### src/rtl/muldiv_pkg.sv
// Shared encodings for the iterative RV32M multiply/divide sequencer.
package muldiv_pkg;

  localparam logic [2:0] OP_MUL    = 3'd0;
  localparam logic [2:0] OP_MULH   = 3'd1;
  localparam logic [2:0] OP_MULHSU = 3'd2;
  localparam logic [2:0] OP_MULHU  = 3'd3;
  localparam logic [2:0] OP_DIV    = 3'd4;
  localparam logic [2:0] OP_DIVU   = 3'd5;
  localparam logic [2:0] OP_REM    = 3'd6;
  localparam logic [2:0] OP_REMU   = 3'd7;

  localparam logic [4:0] ITER_LAST = 5'd31;

  typedef enum logic [2:0] {
    IDLE   = 3'd0,
    ABS_A  = 3'd1,
    ABS_B  = 3'd2,
    ITER   = 3'd3,
    NEG_LO = 3'd4,
    NEG_HI = 3'd5,
    DONE   = 3'd6
  } state_e;

  function automatic logic op_signed_a(input logic [2:0] op);
    return (op == OP_MULH) || (op == OP_MULHSU) || (op == OP_DIV) || (op == OP_REM);
  endfunction

  function automatic logic op_signed_b(input logic [2:0] op);
    return (op == OP_MULH) || (op == OP_DIV) || (op == OP_REM);
  endfunction

endpackage

### src/rtl/adder_32bits.sv
// 32-bit ripple-style adder with carry in/out; the only arithmetic unit of the sequencer.
module adder_32bits (
  input  logic [31:0] a,
  input  logic [31:0] b,
  input  logic        ci,
  output logic [31:0] s,
  output logic        co
);

  assign {co, s} = {1'b0, a} + {1'b0, b} + {32'b0, ci};

endmodule

### src/rtl/muldiv_seq.sv
// Iterative RV32M multiply/divide: one shared adder handles abs, 32 shift-add/sub
// steps and sign fix-up, giving a fixed 37-cycle latency. WIDTH must be 32.
module muldiv_seq
  import muldiv_pkg::*;
#(
  parameter int unsigned WIDTH = 32
) (
  input  logic             clk,
  input  logic             rst_n,
  input  logic             start,
  input  logic [2:0]       op,
  input  logic [WIDTH-1:0] rs1,
  input  logic [WIDTH-1:0] rs2,
  input  logic             flush,
  output logic             busy,
  output logic             done,
  output logic [WIDTH-1:0] result
);

  state_e           state_q, state_d;
  logic [2:0]       op_q, op_d;
  logic             neg_a_q, neg_a_d;
  logic             neg_b_q, neg_b_d;
  logic             neg_lo_q, neg_lo_d;
  logic             neg_hi_q, neg_hi_d;
  logic             c_lo_q, c_lo_d;
  logic [WIDTH-1:0] hi_q, hi_d;
  logic [WIDTH-1:0] lo_q, lo_d;
  logic [WIDTH-1:0] mc_q, mc_d;
  logic [4:0]       cnt_q, cnt_d;
  logic [WIDTH-1:0] result_q, result_d;

  logic [WIDTH-1:0] add_a, add_b, add_s;
  logic             add_ci, add_co;
  logic             is_div, accept, sa, sb;
  logic [WIDTH-1:0] div_sh;

  assign is_div = op_q[2];
  assign div_sh = {hi_q[WIDTH-2:0], lo_q[WIDTH-1]};
  assign accept = start && !flush && ((state_q == IDLE) || (state_q == DONE));
  assign sa     = rs1[WIDTH-1] && op_signed_a(op);
  assign sb     = rs2[WIDTH-1] && op_signed_b(op);

  adder_32bits u_add (
    .a  (add_a),
    .b  (add_b),
    .ci (add_ci),
    .s  (add_s),
    .co (add_co)
  );

  always_comb begin
    add_a  = '0;
    add_b  = '0;
    add_ci = 1'b0;
    unique case (state_q)
      ABS_A: begin
        add_a  = neg_a_q ? ~lo_q : lo_q;
        add_ci = neg_a_q;
      end
      ABS_B: begin
        add_a  = neg_b_q ? ~lo_q : lo_q;
        add_ci = neg_b_q;
      end
      ITER: begin
        if (is_div) begin
          add_a  = div_sh;
          add_b  = ~mc_q;
          add_ci = 1'b1;
        end else begin
          add_a = hi_q;
          add_b = lo_q[0] ? mc_q : '0;
        end
      end
      NEG_LO: begin
        add_a  = neg_lo_q ? ~lo_q : lo_q;
        add_ci = neg_lo_q;
      end
      NEG_HI: begin
        add_a  = neg_hi_q ? ~hi_q : hi_q;
        add_ci = neg_hi_q && (is_div || c_lo_q);
      end
      default: ;
    endcase
  end

  always_comb begin
    state_d  = state_q;
    op_d     = op_q;
    neg_a_d  = neg_a_q;
    neg_b_d  = neg_b_q;
    neg_lo_d = neg_lo_q;
    neg_hi_d = neg_hi_q;
    c_lo_d   = c_lo_q;
    hi_d     = hi_q;
    lo_d     = lo_q;
    mc_d     = mc_q;
    cnt_d    = cnt_q;
    result_d = result_q;

    unique case (state_q)
      IDLE, DONE: state_d = IDLE;
      // Operands arrive as lo=rs1, mc=rs2; ABS_A/ABS_B rotate them so that
      // multiply ends with mc=|a|, lo=|b| and divide with lo=|a|, mc=|b|.
      ABS_A: begin
        mc_d    = add_s;
        lo_d    = mc_q;
        state_d = ABS_B;
      end
      ABS_B: begin
        if (is_div) begin
          lo_d = mc_q;
          mc_d = add_s;
        end else begin
          lo_d = add_s;
        end
        hi_d    = '0;
        cnt_d   = '0;
        state_d = ITER;
      end
      ITER: begin
        if (is_div) begin
          if (hi_q[WIDTH-1] || add_co) begin
            hi_d = add_s;
            lo_d = {lo_q[WIDTH-2:0], 1'b1};
          end else begin
            hi_d = div_sh;
            lo_d = {lo_q[WIDTH-2:0], 1'b0};
          end
        end else begin
          hi_d = {add_co, add_s[WIDTH-1:1]};
          lo_d = {add_s[0], lo_q[WIDTH-1:1]};
        end
        cnt_d = cnt_q + 5'd1;
        if (cnt_q == ITER_LAST) state_d = NEG_LO;
      end
      NEG_LO: begin
        lo_d    = add_s;
        c_lo_d  = neg_lo_q && add_co;
        state_d = NEG_HI;
      end
      NEG_HI: begin
        hi_d     = add_s;
        result_d = ((op_q == OP_MUL) || (is_div && !op_q[1])) ? lo_q : add_s;
        state_d  = DONE;
      end
      default: state_d = IDLE;
    endcase

    if (accept) begin
      op_d    = op;
      neg_a_d = sa;
      neg_b_d = sb;
      if (op[2]) begin
        neg_lo_d = (sa ^ sb) && (rs2 != '0);
        neg_hi_d = sa;
      end else begin
        neg_lo_d = sa ^ sb;
        neg_hi_d = sa ^ sb;
      end
      c_lo_d  = 1'b0;
      lo_d    = rs1;
      mc_d    = rs2;
      hi_d    = '0;
      state_d = ABS_A;
    end

    if (flush) begin
      state_d  = IDLE;
      result_d = result_q;
    end
  end

  always_ff @(posedge clk or negedge rst_n) begin
    if (!rst_n) begin
      state_q  <= IDLE;
      op_q     <= '0;
      neg_a_q  <= 1'b0;
      neg_b_q  <= 1'b0;
      neg_lo_q <= 1'b0;
      neg_hi_q <= 1'b0;
      c_lo_q   <= 1'b0;
      hi_q     <= '0;
      lo_q     <= '0;
      mc_q     <= '0;
      cnt_q    <= '0;
      result_q <= '0;
    end else begin
      state_q  <= state_d;
      op_q     <= op_d;
      neg_a_q  <= neg_a_d;
      neg_b_q  <= neg_b_d;
      neg_lo_q <= neg_lo_d;
      neg_hi_q <= neg_hi_d;
      c_lo_q   <= c_lo_d;
      hi_q     <= hi_d;
      lo_q     <= lo_d;
      mc_q     <= mc_d;
      cnt_q    <= cnt_d;
      result_q <= result_d;
    end
  end

  assign busy   = (state_q != IDLE) && (state_q != DONE);
  assign done   = (state_q == DONE);
  assign result = result_q;

endmodule

### config.mk
export PLATFORM = sky130hd
export DESIGN_NAME = muldiv_seq
export DESIGN_NICKNAME = d
export VERILOG_FILES = /design/src/rtl/muldiv_pkg.sv /design/src/rtl/adder_32bits.sv /design/src/rtl/muldiv_seq.sv
export SDC_FILE = /design/constraint.sdc
export NUM_CORES = 1
export LEC_CHECK = 0
export CAP_MARGIN = 30
export CORE_ASPECT_RATIO = 1.25
export CORE_UTILIZATION = 35
export DETAILED_ROUTE_END_ITERATION = 10
export SETUP_SLACK_MARGIN = 0.05
export SYNTH_ARGS = -nofsm -noshare
export SYNTH_HDL_FRONTEND = slang
export SYNTH_HIERARCHICAL = 1
export SYNTH_SLANG_ARGS = --single-unit
### constraint.sdc
create_clock -name clk -period 11.8 [get_ports clk]
set_input_delay 1.18 -clock clk [delete_from_list [all_inputs] [get_ports clk]]
set_output_delay 1.18 -clock clk [all_outputs]
set_load 0.01 [all_outputs]
-- After elaboration in Yosys (flattened, before gate mapping)
Index checks and enable logic that the tools add are counted.
- add/sub/neg operators: 3
- equal/unequal tests: 14
- reduce and logical (&&, ||, !) cells: 31
- bitwise gates (word level): 5
- muxes and demuxes: 33
- operators by type and width (kind ; number):
    $mux W32 ; 17
    $pmux W32 S5 ; 1
    $pmux W32 S4 ; 1
    $not A32 Y32 ; 3
    $pmux W32 S3 ; 1
    $pmux W32 S2 ; 1
    $add A32 B32 Y33 ; 1
    $add A33 B1 Y33 ; 1
    $reduce_bool A32 Y1 ; 1
    $eq A3 B3 Y1 const B ; 5
    $pmux W3 S5 ; 1
    $pmux W5 S2 ; 1
    $eq A3 B2 Y1 const B ; 3
    $logic_and A1 B1 Y1 ; 9
    $logic_or A1 B1 Y1 ; 9
    $mux W3 ; 3
    $eq A3 B1 Y1 const B ; 2
    $logic_not A3 Y1 ; 2
    $mux W1 ; 6
    $ne A3 B3 Y1 const B ; 2
    $reduce_bool A3 Y1 ; 2
    $add A5 B1 Y5 const B ; 1
    $eq A5 B5 Y1 const B ; 1
    $pmux W1 S5 ; 1
    other kinds (8) ; 11
- word-level logic and storage cells: 98
- output and inout port bits: 34
- register bits after elaboration: 144

-- Longest topological paths before layout
Gate-level depths: netlist of the first run.
- depth in word-level cells: 10
- mapped depth: 22

-- By module
The synthesis of the first run kept the hierarchy.
- modules (own cells, without submodules) (module ; area each (µm²) ; cells each ; sequential area each (µm²) ; times used):
    muldiv_seq ; 9882.0 ; 1186 ; 3603.5 ; 1
    adder_32bits ; 1750.4 ; 244 ; 0.0 ; 1

-- Least setup slack after synthesis of the first run
No wires, ideal clock.
- path type: reg2reg
- start point: reg state_q[1]
- end point: reg hi_q[7]
- clock period less this slack: 4915 ps
- path buffers: 4
- arrival: 4848 ps
- library setup time: 66 ps
- cell stages (with the launch flop): 23
- setup slack: 6885 ps
- cell sequence: dfrtp_1 buf_4 buf_4 inv_1 ha_1 inv_1 a21oi_2 clkbuf_1 a21oi_1 fa_1 fa_1 a21o_1 a221oi_1 o211ai_1 a21oi_1 or3_1 o31a_1 o21ai_1 nor3_1 buf_2 nand2_1 a21oi_1 a221o_1
- cells in the longest elaborated chain, start to end: 9
- RTL lines (item ; line ; RTL):
    start, declared ; muldiv_seq.sv:20 ; state_e state_q, state_d;
    start signal, assigned ; muldiv_seq.sv:189 ; state_q <= state_d;
    $eq A3 B3 Y1 (tied with other cells) ; muldiv_seq.sv:56 ; unique case (state_q)
    $pmux W32 S5 * ; muldiv_seq.sv:56 ;
    net add_a[0] ; muldiv_seq.sv:33 ; logic [WIDTH-1:0] add_a, add_b, add_s;
    $add A32 B32 Y33 * ; adder_32bits.sv:10 ; assign {co, s} = {1'b0, a} + {1'b0, b} + {32'b0, ci};
    $add A33 B1 Y33 * ; adder_32bits.sv:10 ;
    net add_co ; muldiv_seq.sv:34 ; logic add_ci, add_co;
    $logic_or A1 B1 Y1 * ; muldiv_seq.sv:123 ; if (hi_q[WIDTH-1] || add_co) begin
    $mux W32 * ; muldiv_seq.sv:123 ;
    $mux W32 * ; muldiv_seq.sv:122 ; if (is_div) begin
    $pmux W32 S3 * ; muldiv_seq.sv:101 ; unique case (state_q)
    $mux W32 * ; muldiv_seq.sv:150 ; if (accept) begin
    end signal, assigned ; muldiv_seq.sv:196 ; hi_q <= hi_d;
    end, declared ; muldiv_seq.sv:27 ; logic [WIDTH-1:0] hi_q, hi_d;
Mark *: on every way through the listed nets, which the timed path passes. The rest lies on a longest branch.
A chain may end at the register's enable or synchronous reset.

-- Worst setup path in the final report of the first run
- start point: reg state_q[2]
- end point: reg hi_q[30]
Same word-level chain as after synthesis.

==> results.yml, run 1 <==
layout:
  num_antenna_cells: 0
  syn_to_final_growth_pct: 16.7
  multi_input_area_um2: 7420
  nets: 1571
  drive_gt1_frac: 0.0691
  ff_latch_area_um2: 3610
  fill_cells: 3302
placed_design:
  place_congestion: 0.913
  port_buffers: 104
  dp_hpwl_um: 28600
  preCtsSetupSlack_ns: 5.14
power:
  p_per_area_nw_per_um2: 128
  design_power_total_mw: 1.74
  vdd_drop_max_mv: 0.0817
  power.leakage_nw: 5.57
yosys:
  synth-edff-count: 0
  synth_common_cells: "199 x nand2_1, 144 x a21oi_1, 144 x dfrtp_1, 144 x nor2_1, 131 x mux2i_1"
  yosys.area_share.simple: 0.171
  synth.top_cell.area_share: 0.310
  synthAdderAreaFrac: 0.0411
  synth.area.mux_share: 0.113
  syn_area_um2: 11600
  synthDistinctLibCells: 74
  syn_area_per_cell_um2: 8.13
  ys_seq_area_frac: 0.310
  syn_inst: 1430
  ys_ff_latch: 144
  synth_most_common_cell: "nand2_1"
  yosysTopAreaCell: "dfrtp_1"
  ys.flop_type: "dfrtp_1"
  synth_compound_area_frac: 0.284
  async_flop_share: 1.00
  ys_warn_count: 6
  synth_nets: 1538
  synth_area_leaders: "dfrtp_1 31%, mux2i_1 11%, nand2_1 6.4%, a21oi_1 6.2%, nor2_1 4.6%"
  synth-xor-area-share: 0.0255
  synth_top_family_by_area: "compound AO/OA/AOI/OAI gates"
run:
  drv_cap: 0
timing:
  rsz0062_at_grt: "false"
  post-route-period-util: 0.583
  slew_violations: 0
  hold_viol: 0
  fin_ws_ns: 4.93
  finalCriticalPeriod_ns: 6.87
  final-setup-viol-count: 0
  fin_tns_setup_ns: 0
  maxSlewHeadroom: 0.319
  max_freq_mhz: 145
  worst_pin_slew_ns: 1.02
  finClkSkew_ns: 0.0201
global_route:
  antenna_found_initial: 0
  grt_usage: 0.253
  grt_pass1_vias: 11300
  grt-ovfl-total: 0
  grt_first_pass_wirelength_um: 66100
  grt_max_degree: 76
routing:
  dr_total_vias: 11500
  wl_per_cell_um: 22.0
  drtAntennaViolNets: 0
  route.detailed.drc: 2
  drtIter0Drc: 868
  drt_wl_total_um: 41700
  drtPass1Iterations: 10
  vias_per_cell: 6.08
run_status:
  status: "complete, but fails checks"
  violations: "DRC"
die:
  dieArea_um2: 34000
  rows: 74
  ios: 105
  die_h_um: 206
  start_util: 0.356
  die-width_um: 165
  placeableCoreArea_um2: 32700
hold_path:
  min_path_type: "reg -> reg"
  hold_depth: 1
setup_path:
  cp-end-kind: "register"
  cp.buffers_inverters: 3
  crit_type: "reg -> reg"
  cp_common_cell: "buf_4"
  cp_max_fo: 32
  start_kind: "register"
  crit_family: "compound AO/OA/AOI/OAI gates"
  crit_chain: "buf_4 -> nor3b_2 -> buf_4 -> a211oi_4 -> nand2_1 -> o21ai_1 -> a21oi_1 -> fa_1 -> fa_1 -> a21o_1 -> a221oi_1 -> o211ai_1 -> a21oi_1 -> or3_1 -> o31a_1 -> o21ai_1 -> nor3_2 -> buf_4 -> a22oi_1 -> nor2_1 -> a221o_1"
  slowest_delay_ns: 0.75
  r2r_cells: 21
  worst-path-stages: 21
  crit_arrival_ns: 7.25
  cp.required_ns: 12.18
  cpMaxStageDelayCell: "a211oi_4"
cts:
  cts_setup_buffers: 0
  ctsHoldBuffers: 0
  cts_tree: "done"
  clkLatencyLatePin_ns: 0.46
  clock-root-buffer: "clkbuf_16"
  cts_made_buffers: 17
  htree_levels: 4
  post_cts_resized: 0
  worst_setup_hold_path_clk_slew_ns: 0.07
  clock-sinks: 144
  cts_max_path_buffers: 2
[flip-flops by register name (all words and copies together) (netlist names)]
name and flops:
neg_lo_q 1, cnt_q 5, hi_q 32, c_lo_q 1
mc_q 32, state_q 3, neg_hi_q 1, result 32
neg_b_q 1, op_q 3, lo_q 32, neg_a_q 1
[logic make-up (layout without fill, tap and decap cells)]
| family | after synthesis | in the layout |
|---|---|---|
| xor gates and xnor gates | 33 | 33 |
| and+or+nand+nor | 452 | 452 |
| DFF | 144 | 144 |
| buffers and inverters | 138 | 184 |
| muxes | 131 | 131 |
| AOI/OAI and AO/OA | 495 | 495 |
| adders and majority gates | 37 | 37 |
[final cells by class]
type                       count  share of cell area
sequential                   144               0.266
clock buffer                  20              0.0329
multi-input combinational   1148               0.547
inverter                      20             0.00553
clock inverter                12              0.0152
timing repair buffer         132              0.0949
tap                          418              0.0385
[per-layer routing]
metal	global-route usage	share of wire	wire [um]
met5	0	0	0
met4	0.109	0.037	1540
met3	0.0337	0.050	2070
met2	0.418	0.48	20200
met1	0.326	0.43	17900
[worst register-to-register path, cell delays in order, from the launching register on]
cell	delay (ns)
dfrtp_1	0.73
buf_4	0.52
nor3b_2	0.11
buf_4	0.26
a211oi_4	0.75
nand2_1	0.14
o21ai_1	0.11
a21oi_1	0.12
fa_1	0.51
fa_1	0.42
a21o_1	0.22
a221oi_1	0.57
o211ai_1	0.21
a21oi_1	0.36
or3_1	0.18
o31a_1	0.16
o21ai_1	0.15
nor3_2	0.47
buf_4	0.43
a22oi_1	0.12
nor2_1	0.14
a221o_1	0.12
[through the flow]
step | utilization | std cells | instance area [um^2] | hold WS, ns
3_3_place_gp | 0.393 | 1858 | 12900 | 0.489
2_1_floorplan | - | 1430 | 11600 | 0.465
4_1_cts | 0.414 | 1893 | 13500 | 0.508
3_5_place_dp | 0.394 | 1861 | 12900 | 0.500
6_report | 0.415 | 1894 | 13600 | 0.508
5_1_grt | 0.415 | 1894 | 13600 | 0.550
[worst paths after layout]
kind,start,end,slack [ns]
worst max-delay path,state_q[2]$_DFFE_PN0P_,hi_q[30]$_DFFE_PN0P_,4.93
worst min-delay path,cnt_q[0]$_DFFE_PN0P_,cnt_q[0]$_DFFE_PN0P_,0.51
worst max register to register,state_q[2]$_DFFE_PN0P_,hi_q[30]$_DFFE_PN0P_,4.93
worst min register to register,cnt_q[0]$_DFFE_PN0P_,cnt_q[0]$_DFFE_PN0P_,0.51
max in group asynchronous,rst_n,hi_q[29]$_DFFE_PN0P_,10.00
min in group asynchronous,rst_n,result[21]$_DFFE_PN0P_,0.77
[where the power goes]
| part | internal, mW | switching [mW] |
|---|---|---|
| Clock | 0.383 | 0.241 |
| Sequential | 0.549 | 0.0993 |
| Combinational | 0.199 | 0.272 |
[cell usage in the layout (no fill, tap or decap), types with 4 or more instances in the layout]
cell / instances
mux2i_1: 131
buf_4: 25
clkdlybuf4s50_1: 103
o22ai_1: 18
a21oi_1: 144
and3_1: 4
xnor2_1: 17
clkbuf_16: 17
inv_1: 17
nor3_1: 6
nor2b_1: 4
o21ai_1: 43
o21a_1: 4
nor4_1: 8
o21ai_0: 63
clkinvlp_4: 4
a22oi_1: 48
nand4_1: 7
a21o_1: 18
nand2_1: 199
nand3_1: 31
nand2b_1: 22
o21bai_1: 6
o211ai_1: 21
ha_1: 35
xor2_1: 15
nor2_1: 143
a221oi_1: 38
dfrtp_1: 142
a221o_1: 35
o221a_2: 16
nor3b_1: 4
a31oi_1: 11
bufinv_16: 5
No activity file was read; power rests on OpenSTA's default activity.
==> run 2: changes to the inputs <==
clock period = 5.6 ns   (was 11.8 ns; I/O delays follow)
==> results.yml, run 2 (synthesis results as in run 1) <==
power:
  p_int_mw: 2.26
  pwr-share-clk: 0.326
  seqPwrFrac: 0.382
  p_sw_frac: 0.365
  power.leakage_nw: 5.62
  comb_power_share: 0.292
  vdd_drop_max_mv: 0.164
  p_switching_mw: 1.30
  p_per_area_nw_per_um2: 260
run:
  drv_cap: 0
timing:
  slew_violations: 0
  hold_slack_ns: 0.0844
  final-setup-viol-count: 0
  worst_pin_slew_ns: 1.03
  finalCriticalPeriod_ns: 5.26
  maxSlewHeadroom: 0.311
  post-route-period-util: 0.939
  fin_tns_setup_ns: 0
  hold_viol: 0
  finClkSkew_ns: 0.0124
  max_freq_mhz: 190
  rsz0062_at_grt: "true"
setup_path:
  cp-end-kind: "register"
  r2r_cells: 19
  crit_type: "reg -> reg"
  start_kind: "register"
  cp_max_fo: 18
  cp-startpoint: "state_q[2]$_DFFE_PN0P_"
  crit_end: "lo_q[29]$_DFFE_PN0P_"
  crit_arrival_ns: 5.64
  r2r_end: "lo_q[29]$_DFFE_PN0P_"
  r2r_start: "state_q[2]$_DFFE_PN0P_"
  cp.required_ns: 5.99
  rrSetupSlack_ns: 0.34
die:
  start_util: 0.356
  rows: 74
  placeableCoreArea_um2: 32700
  ios: 105
  dieArea_um2: 34000
  die-width_um: 165
  die_h_um: 206
global_route:
  grt_first_pass_wirelength_um: 65800
  grt_pass1_vias: 11300
  grt-ovfl-total: 0
  antenna_found_initial: 0
  grt_usage: 0.255
  grt_max_degree: 56
routing:
  vias_per_cell: 6.06
  drtPass1Iterations: 5
  dr_total_vias: 11600
  drt_wl_total_um: 42400
  drtAntennaViolNets: 0
  route.detailed.drc: 0
  wl_per_cell_um: 22.2
  drtIter0Drc: 1108
layout:
  nets: 1589
  final_common_cell: "nand2_1"
  num_antenna_cells: 0
  drive_gt1_frac: 0.0843
  final_core_utilization: 0.418
  mostFrequentLayoutCells: "199 x nand2_1, 143 x nor2_1, 142 x a21oi_1"
  fill_cells: 3310
  syn_to_final_growth_pct: 17.4
hold_path:
  min_path_type: "in -> async"
placed_design:
  port_buffers: 104
  dp_hpwl_um: 28600
  place_congestion: 0.924
cts:
  worst_setup_hold_path_clk_slew_ns: 0.07
  htree_levels: 4
  clock-sinks: 144
  cts_max_path_buffers: 2
  ctsHoldBuffers: 0
  clock-root-buffer: "clkbuf_16"
  clkLatencyLatePin_ns: 0.46
  cts_tree: "done"
  cts_made_buffers: 17
run_status:
  status: "finished clean"
[run 2: per-layer routing]
metal	GRT usage	vias up	wire length [um]
met5	0	-	0
met2	0.412	502	19900
li1	-	5394	-
met1	0.327	5608	17800
met4	0.106	0	1390
met3	0.0540	85	3380
[run 2: what timing repair did]
item / CTS / global route
setup buffers: 0 / 2
gates resized for setup: 0 / 9
setup endpoints to repair: 0 / 44
[run 2: how the worst min path moves through the flow]
stage,startpoint,end
after floorplan,rst_n,c_lo_q$_DFFE_PN0P_
after global placement,cnt_q[0]$_DFFE_PN0P_,cnt_q[0]$_DFFE_PN0P_
after detailed placement,cnt_q[0]$_DFFE_PN0P_,cnt_q[0]$_DFFE_PN0P_
after CTS,rst_n,lo_q[23]$_DFFE_PN0P_
after global routing,rst_n,lo_q[23]$_DFFE_PN0P_
final,rst_n,lo_q[23]$_DFFE_PN0P_
[run 2: power groups by stage]
| stage | Combinational (mW) | Clock [mW] | Sequential [mW] |
|---|---|---|---|
| global placement | 1.00 | 0 | 1.36 |
| floorplan | 0.693 | 0 | 1.30 |
| CTS | 1.02 | 1.18 | 1.35 |
| global route | 1.13 | 1.22 | 1.38 |
| finish | 1.04 | 1.16 | 1.36 |
| detailed placement | 1.02 | 0 | 1.37 |
[run 2: cell type report]
class                   count  area, um^2  area share
clock inverters            12         136     0.00999
flip-flops and latches    144        3610       0.264
multi-input cells        1149        7470       0.547
inverters                  20        75.1     0.00550
clock buffers              20         447      0.0327
well taps                 418         523      0.0383
repair buffers            149        1400       0.102
[run 2: stage by stage]
stage / worst slack (ns) / total power, mW / cell area, um^2 / instances
3_3_place_gp: 0.262 / 2.36 / 13000 / 1876
2_1_floorplan: 0.685 / 1.99 / 11600 / 1430
6_report: 0.343 / 3.55 / 13700 / 1912
3_5_place_dp: 0.187 / 2.38 / 13000 / 1877
4_1_cts: 0.163 / 3.55 / 13600 / 1909
5_1_grt: 0.0434 / 3.73 / 13700 / 1912
[run 2: worst max-delay path: stages, from the launching register on]
cell and delay, ns:
dfrtp_1 0.55, nor3b_4 0.44, buf_4 0.34, nand2_1 0.11
nand2_1 0.11, buf_4 0.27, o21ai_0 0.11, a21oi_1 0.17
ha_1 0.31, and4_1 0.27, nor4b_4 0.27, inv_2 0.05
o311a_1 0.41, or4_1 0.51, a31oi_1 0.22, xor2_1 0.54
nand2_1 0.11, a21oi_1 0.16, a31oi_1 0.06, o21ai_1 0.14
==> run 3: changes to the inputs <==
ABC_AREA = 1   (was default)
CELL_PAD_IN_SITES_DETAIL_PLACEMENT = 2   (was default)
CELL_PAD_IN_SITES_GLOBAL_PLACEMENT = 2   (was default)
CORE_UTILIZATION = 29   (was 35)
GPL_TIMING_DRIVEN = 0   (was default)
PLACE_DENSITY_LB_ADDON = 0.1   (was default)
==> results.yml, run 3 <==
layout:
  mostFrequentLayoutCells: "1144 x nand2_1, 275 x nor2_1, 240 x inv_1"
  drive_gt1_frac: 0.0613
  nets: 2952
  fill_cells: 6715
  final_core_utilization: 0.341
  final_common_cell: "nand2_1"
  syn_to_final_growth_pct: 16.4
global_route:
  grt_pass1_vias: 20200
  grt-ovfl-total: 0
  grt_max_degree: 85
  antenna_found_initial: 2
  grt_usage: 0.337
  grt_first_pass_wirelength_um: 133000
setup_path:
  slowest_delay_ns: 0.60
  cpMaxStageDelayCell: "fa_1"
  crit_chain: "inv_2 -> buf_4 -> nand3_1 -> nand2_1 -> inv_2 -> buf_2 -> a21oi_1 -> fa_1 -> fa_1 -> nand3_1 -> nand3_1 -> nand2_1 -> nand2_2 -> nand3_1 -> nand3_1 -> nand2_1 -> nand2_1 -> inv_1 -> nand3_2 -> buf_1 -> o21ai_0 -> nand2_1 -> o211ai_1"
  start_kind: "register"
  cp_max_fo: 10
  r2r_cells: 23
  crit_arrival_ns: 5.60
  crit_type: "reg -> reg"
  cp-end-kind: "register"
  cp.required_ns: 6.02
routing:
  vias_per_cell: 5.28
  drtAntennaViolNets: 0
  drtIter0Drc: 1039
  dr_total_vias: 18600
  drtPass1Iterations: 4
  drt_wl_total_um: 89900
  wl_per_cell_um: 25.5
  route.detailed.drc: 0
timing:
  hold_slack_ns: 0.514
  slew_violations: 0
  max_freq_mhz: 193
  rsz0062_at_grt: "false"
  hold_viol: 0
  finalCriticalPeriod_ns: 5.19
  finClkSkew_ns: 0.0121
  post-route-period-util: 0.926
  final-setup-viol-count: 0
  maxSlewHeadroom: 0.328
  worst_pin_slew_ns: 1.00
yosys:
  syn_inst: 2720
  synth-edff-count: 0
  syn_area_per_cell_um2: 5.65
  ys.flop_type: "dfrtp_1"
  synth_common_cells: "1144 x nand2_1, 275 x nor2_1, 241 x inv_1"
  synth_area_leaders: "nand2_1 28%, dfrtp_1 23%, nor2_1 6.7%, nand3_1 5.9%, inv_1 5.9%"
  yosysTopAreaCell: "nand2_1"
  syn_area_um2: 15400
  synth_most_common_cell: "nand2_1"
  ys_seq_area_frac: 0.234
  synthDistinctLibCells: 40
  ys_warn_count: 6
  synth_nets: 2828
  async_flop_share: 1.00
  ys_ff_latch: 144
  synth.top_cell.area_share: 0.279
cts:
  cts_setup_buffers: 0
  cts_max_path_buffers: 2
  cts_made_buffers: 17
  clock-sinks: 144
  clock-root-buffer: "clkbuf_16"
  clkLatencyLatePin_ns: 0.51
  worst_setup_hold_path_clk_slew_ns: 0.07
  cts_tree: "done"
  htree_levels: 4
die:
  placeableCoreArea_um2: 52500
  ios: 105
  die_h_um: 259
  dieArea_um2: 53900
  die-width_um: 208
  start_util: 0.293
  rows: 94
hold_path:
  min_path_type: "reg -> reg"
  hold_depth: 2
power:
  vdd_drop_max_mv: 0.207
  p_per_area_nw_per_um2: 230
  design_power_total_mw: 4.12
  power.leakage_nw: 9.23
run_status:
  status: "finished clean"
placed_design:
  place_congestion: 0.999
  port_buffers: 104
  dp_hpwl_um: 75500
run:
  drv_cap: 0
run 3: area by class of cell:
| class | count | area, um^2 | share of cell area |
|---|---|---|---|
| buffer | 187 | 921 | 0.0515 |
| timing repair buffer | 106 | 1080 | 0.0605 |
| multi-input combinational | 2138 | 9910 | 0.554 |
| tap | 672 | 841 | 0.0470 |
| antenna | 1 | 2.50 | 0.000140 |
| clock buffer | 23 | 488 | 0.0273 |
| clock inverter | 9 | 106 | 0.00594 |
| sequential | 144 | 3600 | 0.201 |
| inverter | 250 | 938 | 0.0524 |
run 3: report_power, final:
group	internal, mW	switching [mW]	total [mW]
logic	0.476	1.20	1.68
clock network	0.699	0.541	1.24
registers	1.14	0.0646	1.21
run 3: final timing paths:
path | from | endpoint | slack (ns)
setup / recovery | state_q[2]$_DFFE_PN0P_ | hi_q[29]$_DFFE_PN0P_ | 0.41
hold / removal | c_lo_q$_DFFE_PN0P_ | c_lo_q$_DFFE_PN0P_ | 0.51
setup reg to reg | state_q[2]$_DFFE_PN0P_ | hi_q[29]$_DFFE_PN0P_ | 0.41
hold reg to reg | c_lo_q$_DFFE_PN0P_ | c_lo_q$_DFFE_PN0P_ | 0.51
max in group asynchronous | rst_n | mc_q[21]$_DFFE_PN0P_ | 4.03
min in group asynchronous | rst_n | lo_q[5]$_DFFE_PN0P_ | 0.59
run 3: what timing repair did:
action,in CTS,in global routing
gates resized for setup,0,7
endpoints found under the setup margin,0,22
hold buffers,1,0
endpoints found under the hold margin,8,0
run 3: per-layer routing:
metal | vias to the layer above | GRT usage | wire [um]
met1 | 9359 | 0.412 | 39200
met2 | 376 | 0.600 | 44200
li1 | 8747 | - | -
met5 | - | 0 | 20
met3 | 146 | 0.0413 | 3190
met4 | 4 | 0.132 | 3320
run 3: logic make-up (layout without fill, tap and decap cells):
kind of cell	Yosys count	in the layout	share of synthesized area
AND/OR/NAND/NOR	1693	1693	0.447
buffers and inverters	438	575	0.121
AO/OA/AOI/OAI	316	316	0.114
flip-flops	144	144	0.234
XOR/XNOR	92	92	0.0524
adder cells (fa/ha/maj)	37	37	0.0311
other	0	1	0
run 3: per-stage QoR:
stage | setup TNS (ns) | area, um^2 | instances | setup slack (ns)
floorplan | 0 | 15400 | 2720 | 1.95
global placement | -393.94 | 17300 | 3496 | -2.77
detailed placement | 0 | 17300 | 3497 | 0.234
CTS | 0 | 17900 | 3530 | 0.194
global route | 0 | 17900 | 3529 | 0.0955
finish | 0 | 17900 | 3530 | 0.414
run 3: critical path: cells and delay by family (launching register included):
kind / cells / cell delay, ns
buffers and inverters: 6 / 1.43
AND/OR/NAND/NOR: 12 / 1.62
AO/OA/AOI/OAI: 3 / 0.46
adder cells (fa/ha/maj): 2 / 1.11
flip-flops: 1 / 0.45
